`src/rtl/up_gpio_pkg.sv`:
```
// Register map shared by the GPIO bank and anything that drives its up bus.
package up_gpio_pkg;

    localparam logic [2:0] ADDR_DATA_OUT     = 3'd0;
    localparam logic [2:0] ADDR_DIR          = 3'd1;
    localparam logic [2:0] ADDR_DATA_IN      = 3'd2;
    localparam logic [2:0] ADDR_IRQ_MASK     = 3'd3;
    localparam logic [2:0] ADDR_RISE_EN      = 3'd4;
    localparam logic [2:0] ADDR_FALL_EN      = 3'd5;
    localparam logic [2:0] ADDR_IRQ_STATUS   = 3'd6;
    localparam logic [2:0] ADDR_DEBOUNCE_DIV = 3'd7;

endpackage

```
`src/rtl/gpio_debounce.sv`:
```
// Prescaled per-bit debouncer: a bit follows its input only after DEBOUNCE_SAMPLES
// consecutive ticks disagree with it. div == 0 passes the input straight through.
module gpio_debounce #(
    parameter int unsigned NUM_GPIO         = 32,
    parameter int unsigned DEBOUNCE_SAMPLES = 4,
    parameter int unsigned DIV_WIDTH        = 16
) (
    input  logic                 aclk,
    input  logic                 arst,
    input  logic [DIV_WIDTH-1:0] div,
    input  logic                 div_clr,
    input  logic [NUM_GPIO-1:0]  din,
    output logic [NUM_GPIO-1:0]  dout
);

    localparam int unsigned      CNT_W    = $clog2(DEBOUNCE_SAMPLES);
    localparam logic [CNT_W-1:0] CNT_LAST = CNT_W'(DEBOUNCE_SAMPLES - 1);

    logic [DIV_WIDTH-1:0] r_pre;
    logic [CNT_W-1:0]     r_cnt [NUM_GPIO];
    logic [NUM_GPIO-1:0]  r_dout;
    logic                 w_bypass;
    logic                 w_tick;

    assign w_bypass = (div == '0);
    assign w_tick   = !w_bypass && (r_pre == div);
    assign dout     = r_dout;

    always_ff @(posedge aclk) begin
        if (arst || div_clr || w_bypass || w_tick) begin
            r_pre <= '0;
        end else begin
            r_pre <= r_pre + DIV_WIDTH'(1);
        end
    end

    always_ff @(posedge aclk) begin
        if (arst) begin
            r_dout <= '0;
            for (int i = 0; i < NUM_GPIO; i++) r_cnt[i] <= '0;
        end else if (w_bypass) begin
            r_dout <= din;
            for (int i = 0; i < NUM_GPIO; i++) r_cnt[i] <= '0;
        end else if (div_clr) begin
            for (int i = 0; i < NUM_GPIO; i++) r_cnt[i] <= '0;
        end else if (w_tick) begin
            for (int i = 0; i < NUM_GPIO; i++) begin
                if (din[i] == r_dout[i]) begin
                    r_cnt[i] <= '0;
                end else if (r_cnt[i] == CNT_LAST) begin
                    // This tick is the last of DEBOUNCE_SAMPLES disagreeing ones.
                    r_dout[i] <= din[i];
                    r_cnt[i]  <= '0;
                end else begin
                    r_cnt[i] <= r_cnt[i] + CNT_W'(1);
                end
            end
        end
    end

endmodule

```
`src/rtl/up_gpio_bank.sv`:
```
// GPIO bank on the up register bus: direction/output registers, synchronised and
// debounced inputs, masked rise/fall edge interrupt with W1C status.
module up_gpio_bank
    import up_gpio_pkg::*;
#(
    parameter int unsigned         NUM_GPIO         = 32,
    parameter int unsigned         SYNC_STAGES      = 2,
    parameter int unsigned         DEBOUNCE_SAMPLES = 4,
    parameter int unsigned         DIV_WIDTH        = 16,
    parameter logic [NUM_GPIO-1:0] RESET_DIR        = '0
) (
    input  logic                aclk,
    input  logic                arst,
    input  logic                up_wreq,
    input  logic [2:0]          up_waddr,
    input  logic [31:0]         up_wdata,
    output logic                up_wack,
    input  logic                up_rreq,
    input  logic [2:0]          up_raddr,
    output logic [31:0]         up_rdata,
    output logic                up_rack,
    input  logic [NUM_GPIO-1:0] gpio_i,
    output logic [NUM_GPIO-1:0] gpio_o,
    output logic [NUM_GPIO-1:0] gpio_t,
    output logic                irq
);

    localparam int unsigned ARM_CYC = SYNC_STAGES + 2;
    localparam int unsigned ARM_W   = $clog2(ARM_CYC + 1);

    logic [NUM_GPIO-1:0]  r_data_out, r_dir, r_irq_mask, r_rise_en, r_fall_en, r_status;
    logic [DIV_WIDTH-1:0] r_div;
    logic [NUM_GPIO-1:0]  r_gpio_o, r_gpio_t, r_deb_d;
    logic [NUM_GPIO-1:0]  r_sync [SYNC_STAGES];
    logic [ARM_W-1:0]     r_arm_cnt;
    logic                 r_wack, r_rack, r_irq;
    logic [31:0]          r_rdata;

    logic [NUM_GPIO-1:0]  w_deb, w_rise, w_fall, w_set, w_clr;
    logic [31:0]          w_rdata;
    logic                 w_armed, w_div_clr;
    logic                 w_unused_wdata;

    assign w_unused_wdata = ^up_wdata;
    assign w_div_clr      = up_wreq && (up_waddr == ADDR_DEBOUNCE_DIV);

    always_ff @(posedge aclk) begin
        if (arst) begin
            r_data_out <= '0;
            r_dir      <= RESET_DIR;
            r_irq_mask <= '0;
            r_rise_en  <= '0;
            r_fall_en  <= '0;
            r_div      <= '0;
            r_wack     <= 1'b0;
        end else begin
            r_wack <= up_wreq;
            if (up_wreq) begin
                case (up_waddr)
                    ADDR_DATA_OUT:     r_data_out <= up_wdata[NUM_GPIO-1:0];
                    ADDR_DIR:          r_dir      <= up_wdata[NUM_GPIO-1:0];
                    ADDR_IRQ_MASK:     r_irq_mask <= up_wdata[NUM_GPIO-1:0];
                    ADDR_RISE_EN:      r_rise_en  <= up_wdata[NUM_GPIO-1:0];
                    ADDR_FALL_EN:      r_fall_en  <= up_wdata[NUM_GPIO-1:0];
                    ADDR_DEBOUNCE_DIV: r_div      <= up_wdata[DIV_WIDTH-1:0];
                    default:           ;
                endcase
            end
        end
    end

    always_comb begin
        w_rdata = '0;
        case (up_raddr)
            ADDR_DATA_OUT:     w_rdata[NUM_GPIO-1:0]  = r_data_out;
            ADDR_DIR:          w_rdata[NUM_GPIO-1:0]  = r_dir;
            ADDR_DATA_IN:      w_rdata[NUM_GPIO-1:0]  = w_deb;
            ADDR_IRQ_MASK:     w_rdata[NUM_GPIO-1:0]  = r_irq_mask;
            ADDR_RISE_EN:      w_rdata[NUM_GPIO-1:0]  = r_rise_en;
            ADDR_FALL_EN:      w_rdata[NUM_GPIO-1:0]  = r_fall_en;
            ADDR_IRQ_STATUS:   w_rdata[NUM_GPIO-1:0]  = r_status;
            ADDR_DEBOUNCE_DIV: w_rdata[DIV_WIDTH-1:0] = r_div;
            default:           w_rdata = '0;
        endcase
    end

    always_ff @(posedge aclk) begin
        if (arst) begin
            r_rack  <= 1'b0;
            r_rdata <= '0;
        end else begin
            r_rack <= up_rreq;
            if (up_rreq) r_rdata <= w_rdata;
        end
    end

    always_ff @(posedge aclk) begin
        if (arst) begin
            r_gpio_o <= '0;
            r_gpio_t <= ~RESET_DIR;
        end else begin
            r_gpio_o <= r_data_out;
            r_gpio_t <= ~r_dir;
        end
    end

    always_ff @(posedge aclk) begin
        if (arst) begin
            for (int s = 0; s < SYNC_STAGES; s++) r_sync[s] <= '0;
        end else begin
            r_sync[0] <= gpio_i;
            for (int s = 1; s < SYNC_STAGES; s++) r_sync[s] <= r_sync[s-1];
        end
    end

    gpio_debounce #(
        .NUM_GPIO         (NUM_GPIO),
        .DEBOUNCE_SAMPLES (DEBOUNCE_SAMPLES),
        .DIV_WIDTH        (DIV_WIDTH)
    ) u_debounce (
        .aclk    (aclk),
        .arst    (arst),
        .div     (r_div),
        .div_clr (w_div_clr),
        .din     (r_sync[SYNC_STAGES-1]),
        .dout    (w_deb)
    );

    // Inputs already high at reset release ripple through sync/debounce; hold off
    // edge detection until that settles so they are not mistaken for rising edges.
    assign w_armed = (r_arm_cnt == ARM_W'(ARM_CYC));
    assign w_rise  = w_deb & ~r_deb_d;
    assign w_fall  = ~w_deb & r_deb_d;
    assign w_set   = w_armed ? ((w_rise & r_rise_en) | (w_fall & r_fall_en)) : '0;
    assign w_clr   = (up_wreq && (up_waddr == ADDR_IRQ_STATUS)) ? up_wdata[NUM_GPIO-1:0] : '0;

    always_ff @(posedge aclk) begin
        if (arst) begin
            r_arm_cnt <= '0;
            r_deb_d   <= '0;
            r_status  <= '0;
            r_irq     <= 1'b0;
        end else begin
            if (!w_armed) r_arm_cnt <= r_arm_cnt + ARM_W'(1);
            r_deb_d  <= w_deb;
            r_status <= (r_status & ~w_clr) | w_set;
            r_irq    <= |(r_status & r_irq_mask);
        end
    end

    assign up_wack  = r_wack;
    assign up_rack  = r_rack;
    assign up_rdata = r_rdata;
    assign gpio_o   = r_gpio_o;
    assign gpio_t   = r_gpio_t;
    assign irq      = r_irq;

endmodule

```
`config.mk`:
```
export PLATFORM = sky130hd
export DESIGN_NAME = up_gpio_bank
export DESIGN_NICKNAME = d
export VERILOG_FILES = /design/src/rtl/up_gpio_pkg.sv /design/src/rtl/gpio_debounce.sv /design/src/rtl/up_gpio_bank.sv
export SDC_FILE = /design/constraint.sdc
export NUM_CORES = 1
export LEC_CHECK = 0
export ABC_AREA = 0
export CELL_PAD_IN_SITES_DETAIL_PLACEMENT = 0
export CELL_PAD_IN_SITES_GLOBAL_PLACEMENT = 1
export CORE_UTILIZATION = 45
export DETAILED_ROUTE_END_ITERATION = 8
export GPL_ROUTABILITY_DRIVEN = 0
export PLACE_DENSITY = 0.78
export SETUP_SLACK_MARGIN = 0.15
export SLEW_MARGIN = 20
export SYNTH_ARGS = -nofsm -noshare
export SYNTH_HDL_FRONTEND = slang
export SYNTH_SLANG_ARGS = --single-unit
```
`constraint.sdc`:
```
create_clock -name aclk -period 2.75 [get_ports aclk]
set_input_delay 0.55 -clock aclk [delete_from_list [all_inputs] [get_ports aclk]]
set_output_delay 0.55 -clock aclk [all_outputs]
set_load 0.02 [all_outputs]
```
* Word level (Yosys, flattened, before mapping)
Memory sizes are Yosys's and may differ from the RTL's.
Index checks and enable logic that the tools add are counted.
Widths: inputs -> output; s select.
** Operators by class
- Equal/unequal tests :: 112
- Bitwise gates (word level) :: 174
- $add $sub $neg :: 34
- Reduce and logical (&&, ||, !) cells :: 82
- Muxes and demuxes :: 883
** Operators by type and width (count)
- $mux 1 :: 714
- $mux 2 :: 160
- $mux 32 :: 7
- $and 32x32->32 :: 6
- $or 1x1->1 :: 162
- $not 32->32 :: 4
- $pmux 16 s8 :: 1
- $reduce_and 4->1 :: 32
- $pmux 16 s7 :: 1
- $reduce_bool 2->1 :: 33
- $add 2x1->2 const B :: 32
- $eq 2x2->1 const B :: 32
- $ne 2x1->1 const B :: 32
- $or 32x32->32 :: 2
- $eq 1x1->1 :: 32
- $reduce_or 32->1 :: 1
- $eq 3x3->1 const B :: 9
- $add 16x1->16 const B :: 1
- $eq 16x16->1 :: 1
- $logic_not 16->1 :: 1
- $reduce_and 2->1 :: 6
- $eq 3x2->1 const B :: 3
- $eq 3x1->1 const B :: 2
- $logic_not 3->1 :: 2
- other kinds (5) :: 9
** Storage, ports and cells
- Bits in writable memories :: 128
- Memories :: 2
- Register bits after elaboration :: 390
- Output and inout port bits :: 99
- Logic and storage cells :: 1335
** Memory list
- r_sync :: words 2, width 32, rd ports 2, clocked after Yosys merged registers in 0, write ports 2, line up_gpio_bank.sv:34 : logic [NUM_GPIO-1:0] r_sync [SYNC_STAGES];
- u_debounce.r_cnt :: words 32, width 2, rd ports 32, clocked after Yosys merged registers in 0, write ports 32, line gpio_debounce.sv:20 : logic [CNT_W-1:0] r_cnt [NUM_GPIO];

* Logic depth before layout (Yosys ltp)
- Depth after elaboration :: 11
- Depth in mapped cells :: 8

* Hierarchy
From an unflattened synthesis, not the netlist that was laid out.
** Second synthesis, totals
- Cell total of the unflattened synthesis :: 2264
- Area total of the unflattened synthesis :: 22156.2 um^2
** Modules (own cells, without submodules)
- up_gpio_bank :: cells each 1749, area each 15289.7 um^2, instances 1
- gpio_debounce :: cells each 515, area each 6866.6 um^2, instances 1

* Worst setup path before layout
No wires, ideal clock.
- Kind :: input to register
- Start point :: in up_waddr[0]
- End point :: mem u_debounce.r_cnt[0][6] (netlist bit), enable pin
- Path slack :: 671 ps
- Setup time :: 309 ps
- Stages on the path :: 7
- Buffers on the path :: 3
- Arrival time :: 1770 ps
- Path through :: clkbuf_1 -> nand2_1 -> nor2_1 -> nor3_4 -> nand2b_1 -> buf_2 -> buf_2
** RTL lines
- start: declaration :: line up_gpio_bank.sv:15 : input logic [2:0] up_waddr,
- end: declaration :: line gpio_debounce.sv:20

==> impl_metrics.env <==
export IMPL_routedWlPerCell_um=20.5
export IMPL_reg2reg_to="u_debounce.r_cnt[0][1]"
export IMPL_boundaryPins=173
export IMPL_ys_async_sr_fraction_pct=0
export IMPL_final_layout_size_suffix_gt1_share_pct=10.7
export IMPL_gr_total_overflow=0
export IMPL_areaGrowthSynthToFinish_pct=20.5
export IMPL_synth_seq_cells=518
export IMPL_cp_startpoint="r_div[10]"
export IMPL_finalCritPeriodShare_pct=85.8
export IMPL_tns_ns=0
export IMPL_synth_flop_cell="dfxtp_1"
export IMPL_worstSetupEndpoint="u_debounce.r_cnt[0][1]"
export IMPL_cts_root_buffer="clkbuf_16"
export IMPL_cts_tree="yes"
export IMPL_fin_crit_ns=2.36
export IMPL_hold_buffers=0
export IMPL_synth_common_cells="nand2_1 (473), dfxtp_1 (454), a21oi_1 (199), nor2b_1 (178), clkbuf_1 (110)"
export IMPL_leakagePower_nw=9.03
export IMPL_rows=79
export IMPL_cpMostUsedCell="buf_12"
export IMPL_syn_area_per_cell_sq_um=9.62
export IMPL_synthCells=2230
export IMPL_maxSlewHeadroom_pct=59.3
export IMPL_io_buffers=172
export IMPL_clk_path_buf_depth=3
export IMPL_r2r_start="r_div[10]"
export IMPL_drt_pass1_iterations=9
export IMPL_nNetsFinal=2478
export IMPL_path_class="flop to flop"
export IMPL_synthTopCellsByArea="dfxtp_1 (42%), edfxtp_1 (9.0%), nand2_1 (8.3%)"
export IMPL_final_cell_area_sq_um=25800
export IMPL_grt_pass1_vias=15748
export IMPL_crit_arrival_ns=2.78
export IMPL_skew_ns=0.0144
export IMPL_cpMaxStageDelayCell="dfxtp_1"
export IMPL_crit_fanout=65
export IMPL_yosysMostFrequentCell="nand2_1"
export IMPL_wl_um=62000
export IMPL_reg2reg_slack_ns=0.39
export IMPL_clkLatencyLatePin_ns=0.62
export IMPL_post_cts_repair_setup_buffers=0
export IMPL_max_stage_delay_ns=0.49
export IMPL_vdd_ir_drop_max_mv=0.423
export IMPL_drtAntennaViolNets=0
export IMPL_core_sq_um=46800
export IMPL_place_area_sq_um=24000
export IMPL_via_count=16667
export IMPL_cts_resized_gates=0
export IMPL_worstSetupStartpointType="flop"
export IMPL_yosys_area_top_type_share_pct=42.4
export IMPL_cts_num_sinks=518
export IMPL_setup_viol=0
export IMPL_fill_cells=4138
export IMPL_tightest_slew_ns=0.610
export IMPL_htree_levels=2
export IMPL_hold_path_class="primary input to flop"
export IMPL_grt_use_total_pct=25.5
export IMPL_synthDistinctLibCells=49
export IMPL_power_density_nw_per_um2=669
export IMPL_grt_max_degree=129
export IMPL_crit_chain="xnor2_1 > nand4_1 > nor4_4 > buf_12 > nand2_4 > buf_12 > nor4b_1"
export IMPL_die_area_sq_um=48500
export IMPL_failed_checks="DRC"
export IMPL_drv_slew=0
export IMPL_cp_data_required_time_ns=3.17
export IMPL_endpoint_kind="flop"
export IMPL_syn_nets=2339
export IMPL_clkTransAtPathRegs_ns=0.06
export IMPL_status="finished, violations left"
export IMPL_drc=44
export IMPL_critPathTopFamily="simple AND/OR/NAND/NOR gates"
export IMPL_grt_pass1_wl_um=94700
export IMPL_max_freq_ghz=0.424
export IMPL_cts_buffers=55
export IMPL_crit_cells=7
export IMPL_die_x_um=220
export IMPL_critPathBufInv=2
export IMPL_synthesis_area_sq_um=21500
export IMPL_via_per_inst=5.51
export IMPL_antenna_found_initial=1
export IMPL_ys_seq_area_share_pct=51.3
export IMPL_synth_enable_flop_cells=64
export IMPL_hold_viol=0
export IMPL_ff2ff_path_depth=7
export IMPL_rsz0062_at_grt="no"
export IMPL_initial_core_util_pct=45.9
export IMPL_yosys_area_top_type="dfxtp_1"
export IMPL_synth_warnings=0
export IMPL_die_h_um=220
export IMPL_hpwlAfterDp_um=42900
export IMPL_drt_iter0_drc=1728
export IMPL_drv_cap=0
## stage by stage
step	cells	worst slack [ns]	utilization [%]	hold WS, ns	total power [W]
floorplan	2230	0.671	-	0.380	0.00922
global route	3023	0.321	55.3	0.235	0.0179
CTS	3023	0.404	55.3	0.209	0.0174
finish	3024	0.390	55.3	0.232	0.0173
global placement	2919	0.231	51.3	0.395	0.00982
detailed placement	2919	0.160	51.3	0.394	0.00987
## where the power goes
group          internal [W]  switching (W)
Combinational      0.000651       0.000909
Clock               0.00449        0.00308
Sequential          0.00793       0.000214
## per-layer routing
layer	vias to the layer above	share of wire (%)	GRT usage [%]
met3	82	7.2	3.93
met2	606	43	38.4
li1	7986	-	-
met4	0	2.2	6.71
met1	7993	47	37.9
met5	-	0	0
## worst min path at each step
stage                    from      endpoint  slack (ns)  cells past startpoint
finish                   arst  r_sync[0][5]        0.23                      2
global route             arst  r_sync[0][5]        0.24                      2
CTS                      arst  r_sync[0][5]        0.21                      2
detailed placement   r_dir[4]     gpio_t[4]        0.39                      1
global placement     r_dir[4]     gpio_t[4]        0.40                      1
floorplan           r_dir[22]    gpio_t[22]        0.38                      1
## cell type report
| class | instances | area (sq um) | share of cell area [%] |
|---|---|---|---|
| clock inverters | 21 | 253 | 0.978 |
| well taps | 607 | 759 | 2.94 |
| diodes | 1 | 2.50 | 0.00968 |
| inverters | 12 | 45.0 | 0.174 |
| clock buffers | 83 | 1600 | 6.20 |
| flip-flops and latches | 518 | 11000 | 42.6 |
| multi-input cells | 1549 | 9780 | 37.9 |
| repair buffers | 233 | 2390 | 9.26 |
## kinds of logic after synthesis
group           after synthesis  synth area share [%]
simple gates                941                  23.1
flops                       518                  51.3
compound gates              408                  11.6
buf+inv                     163                  3.21
mux                         102                  6.11
xor+xnor                     63                  2.57
fa+ha+maj                    35                  2.04
## flip-flops by register name (all words and copies together) (netlist names), 3 cells and up
signal            cells
gpio_t               32
gpio_o               32
up_rdata             32
r_dir                32
r_fall_en            32
u_debounce.r_pre     16
r_arm_cnt             3
u_debounce.dout      32
r_irq_mask           32
r_deb_d              32
r_div                16
u_debounce.r_cnt     64
r_status             32
r_data_out           32
r_sync               64
r_rise_en            32
## cell usage in the layout (no fill, tap or decap), types with 6 or more instances in the layout
cell type        count
mux4_2              19
ha_1                35
o211ai_1            11
xor2_1               8
a211oi_1            12
o2bb2ai_1           15
buf_4               44
a221oi_1             7
o221ai_1            12
nor4_2              32
a21oi_1            199
o22ai_1             39
clkdlybuf4s50_1    167
clkbuf_8            12
clkbuf_1            16
clkinv_2             9
clkbuf_16           55
mux2i_1             42
nand2b_1            90
o21ai_0             19
edfxtp_1            64
nand4_1             12
nor2_1              80
a31oi_1             33
a22oi_1             48
nand3_1             10
nand2_1            473
nor4b_2             28
inv_1               11
a22o_1               6
mux2_1              25
buf_12              18
nor2b_1            178
dfxtp_1            454
mux2_2              16
and2_1               7
xnor2_1             55
No activity file was read; power rests on OpenSTA's default activity.
==> edit 1: new RTL, config.mk and constraints unchanged <==
Set the parameter `SYNC_STAGES` to 4 (it was 2).
--- a/src/rtl/up_gpio_bank.sv
+++ b/src/rtl/up_gpio_bank.sv
@@ -5,5 +5,5 @@
 #(
     parameter int unsigned         NUM_GPIO         = 32,
-    parameter int unsigned         SYNC_STAGES      = 2,
+    parameter int unsigned         SYNC_STAGES      = 4,
     parameter int unsigned         DEBOUNCE_SAMPLES = 4,
     parameter int unsigned         DIV_WIDTH        = 16,
Check against the original RTL: no difference found for any inputs over 4 cycles, from zero or initial values and one cycle with arst high; that may be too few to reach the edited logic, so the function may still have changed.
==> edit 1 against the unedited design <==
Setup slack got worse by 0.017 ns; critical path depth unchanged; non-clock buffer count decreased by 3; largest power group unchanged; sequential cell count increased by 64; routed wire length increased by 2.0%; synthesized cell count increased by 6.3%; clock skew increased by 0.0029 ns; final area increased by 7.1%; power increased by 7.8%; synthesized area increased by 7.7%.
==> edit 1: results (changes against the unedited design) <==
| Metric | Value |
|---|---|
| Status | finished, final reports clean |
| WL final | 63.3 mm (+2.0%) |
| Number of iterations in the first detailed-routing pass | 8 (-1) |
| Layout cells sized above 1 | 10.3% (-0.41 points) |
| Post-synthesis sequential area ratio | 53.2% (+1.9 points) |
| GR Util All Layers | 23.7% (-1.8 points) |
| Peak supply drop | 474 uV (+12%) |
| Yosys reg bits | 582 (+12%) |
| Combinational group power | 1.48 mW (-5%) |
| DRT iter0 DRCs | 1,698 (-1.7%) |
| Largest net degree at the start of global routing | 124 (-3.9%) |
| Core area | 50,400 um2 (+7.7%) |
| Syn_nets | 2,480 (+6.0%) |
| Synth Area in Compound Gates | 11.4% (-0.26 points) |
| Vias in the first global route | 16,300 (+3.4%) |
| Most frequent cells after synthesis | dfxtp_1, nand2_1, nor2b_1, a21oi_1, clkbuf_1 |
| Placed insts | 3,115 (+6.7%) |
| Data buffer area share | 8.66% (-0.59 points) |
| Register area | 12,300 um2 (+12%) |
| Fraction of area in multi-input gates | 36.5% (-1.3 points) |
| Dpl cell area | 25,700 um2 (+7.0%) |
| Area share of fa/ha/maj cells after synthesis | 1.90% (-0.15 points) |
| Via count | 17,500 (+4.9%) |
| CLK BUF | 91 (+9.6%) |
| Biggest regs | r_sync: 128 flops, u_debounce.r_cnt: 64 flops |
| Cts bufs inserted | 60 (+9.1%) |
| Arr. time, crit path | 2.79 ns (about the same) |
[edit 1: cell types whose count changed after synthesis, sizes merged, moves of 10 or more]
| cell | change |
|---|---|
| a211oi | -10 |
| a22oi | +12 |
| dfxtp | +64 |
| mux2i | -18 |
| nand2 | +33 |
| nand2b | -22 |
| nor2 | -12 |
| nor2b | +62 |
| o211ai | +20 |
[edit 1: metrics by stage]
stage	worst slack [ns]	hold WS [ns]	utilization, %	power, mW
finish	0.373	0.359	54.9	18.6
floorplan	0.780	0.378	-	10.1
global placement	0.115	0.401	51.0	10.6
CTS	0.405	0.358	54.9	18.8
global route	0.264	0.370	54.9	19.3
detailed placement	0.0465	0.404	51.0	10.7
[edit 1: cell families after synthesis]
group | count (synthesis)
simple gates | 1006
flops | 582
compound gates | 430
buf+inv | 165
mux | 90
xor+xnor | 63
fa+ha+maj | 35
[edit 1: final timing paths]
path	startpoint	end	slack, ns	depth (start not counted)
min	arst	r_sync[0][14]	0.36	2
max	r_div[6]	u_debounce.r_cnt[3][13]	0.37	7
max reg2reg	r_div[6]	u_debounce.r_cnt[3][13]	0.37	7
min reg2reg	r_dir[2]	gpio_t[2]	0.42	1
[edit 1: worst register-to-register path, stage by stage (launching register included)]
cell and delay (ns):
dfxtp_1 0.47, xnor2_1 0.16, nand4_1 0.16, nor4_4 0.35
buf_12 0.28, nand2_4 0.23, buf_12 0.22, nor4b_1 0.31
[edit 1: metal layers]
layer / part of all wire [%] / vias to the layer above / routed length (um) / global-route usage, %
met2: 43 / 666 / 27300 / 35.2
met5: 0 / - / 0 / 0
met3: 7.6 / 101 / 4820 / 4.27
met1: 46 / 8311 / 29400 / 34.7
met4: 2.8 / 0 / 1800 / 7.86
li1: - / 8409 / - / -
==> edit 2: new RTL, config.mk and constraints unchanged <==
Made on the original files. Register the output `irq` once more, with the module's reset; this adds one clock of latency there. The other outputs are not delayed to match.
--- a/src/rtl/up_gpio_bank.sv
+++ b/src/rtl/up_gpio_bank.sv
@@ -154,5 +154,11 @@
     assign gpio_o   = r_gpio_o;
     assign gpio_t   = r_gpio_t;
-    assign irq      = r_irq;
+    always_ff @(posedge aclk) begin
+        if (arst) begin
+            irq <= '0;
+        end else begin
+            irq <= r_irq;
+        end
+    end
 
 endmodule
Formal check against the unedited RTL: same outputs for any inputs over 4 cycles, from zero or initial values and one cycle with arst high; that may be too few to reach the edited logic, so the function may still have changed.
==> edit 2 against the unedited design <==
Final area down 0.10%; final cell count about the same; the run still ends with DRC left; critical endpoint is now u_debounce.r_cnt[1][13]; largest power group unchanged; non-clock buffer count unchanged; sequential share of layout area up 0.12 points; sequential cell count up 1; clock skew up 0.010 ns; power down 0.33%; synthesized cell count up 0.36%; synthesized area up 0.24%; setup slack worse by 0.080 ns; largest cell class unchanged; routed wire length down 0.61%.
==> edit 2: results (changes against the unedited design) <==
| Metric | Value |
|---|---|
| Status | finished with violations |
| Failing checks | DRC |
| DRT iter0 DRCs | 1,691 (-2.1%) |
| WHS | 0.241 ns (+0.00898 ns) |
| HPWL Detailed | 42.2 mm (-1.6%) |
| Data buffer area share | 9.15% (-0.10 points) |
| GR Util All Layers | 25.1% (-0.43 points) |
| Met1 usage | 36.6% (-1.3 points) |
| Fill cell count | 4,255 (+2.8%) |
| Hold path endpoint | r_sync[0][41] |
| Via count | 16,700 (+0.26%) |
| Final Skew | 0.0246 ns (+0.0102 ns) |
| Fraction of area in multi-input gates | 37.9% (+0.058 points) |
| Largest net degree at the start of global routing | 156 (+21%) |
| Peak supply drop | 413 uV (-2.3%) |
| DRC Markers | 30 (-32%) |
| PD cells | 667 nW/um2 (-0.23%) |
| End of the critical path | u_debounce.r_cnt[1][13] |
| Cts bufs inserted | 54 (-1.8%) |
| Yosys reg bits | 519 (+0.19%) |
| CLK BUF | 74 (-11%) |
| WL met3 | 5.25 mm (+17%) |
| Static leakage | 9.02 nW (about the same) |
| Dpl cell area | 24,000 um2 (about the same) |
| Reg-to-Reg Start | r_div[3] |
| Register area | 11,000 um2 (+0.18%) |
| Initial antenna violation count | 0 (-1) |
| Clock buf/inv share | 7.11% (-0.065 points) |
| # nets final | 2,484 (+0.24%) |
| Met3 GRT Util | 5.46% (+1.5 points) |
| Multi-input gates | 1,556 (+0.45%) |
| Post-synthesis sequential area ratio | 51.3% (about the same) |
| Metal1 wirelength | 28.7 mm (-1.9%) |
| Synth cell types | 47 (-4.1%) |
| NetSw | 4.15 mW (-1.2%) |
| Worst R2R Setup Slack | 0.31 ns (-0.08 ns) |
| Syn_nets | 2,347 (+0.34%) |
| Number of iterations in the first detailed-routing pass | 8 (-1) |
| Worst-Margin Slew | 0.934 ns (+0.323 ns) |
## edit 2: critical path: stages (launching register included)
cell	delay, ns
dfxtp_1	0.46
nor4_1	0.10
and4_1	0.31
nor3_4	0.68
nand2_4	0.17
buf_12	0.22
nor4b_1	0.27
## edit 2: per-stage QoR
stage | std cells | power, mW | setup TNS, ns | setup WS, ns
after global placement | 2926 | 9.82 | -6.17 | -0.109
after floorplan | 2238 | 9.24 | 0 | 0.671
after global routing | 3025 | 17.8 | 0 | 0.176
after detailed placement | 2926 | 9.87 | -7.63 | -0.192
after CTS | 3025 | 17.4 | 0 | 0.279
final | 3026 | 17.2 | 0 | 0.310
## edit 2: cell families after synthesis
| group | share of synthesized area (%) |
|---|---|
| adders and majority gates | 2.04 |
| buffers and inverters | 3.33 |
| and+or+nand+nor | 23.0 |
| DFF | 51.3 |
| muxes | 6.04 |
| AOI/OAI and AO/OA | 11.7 |
| xor gates and xnor gates | 2.57 |
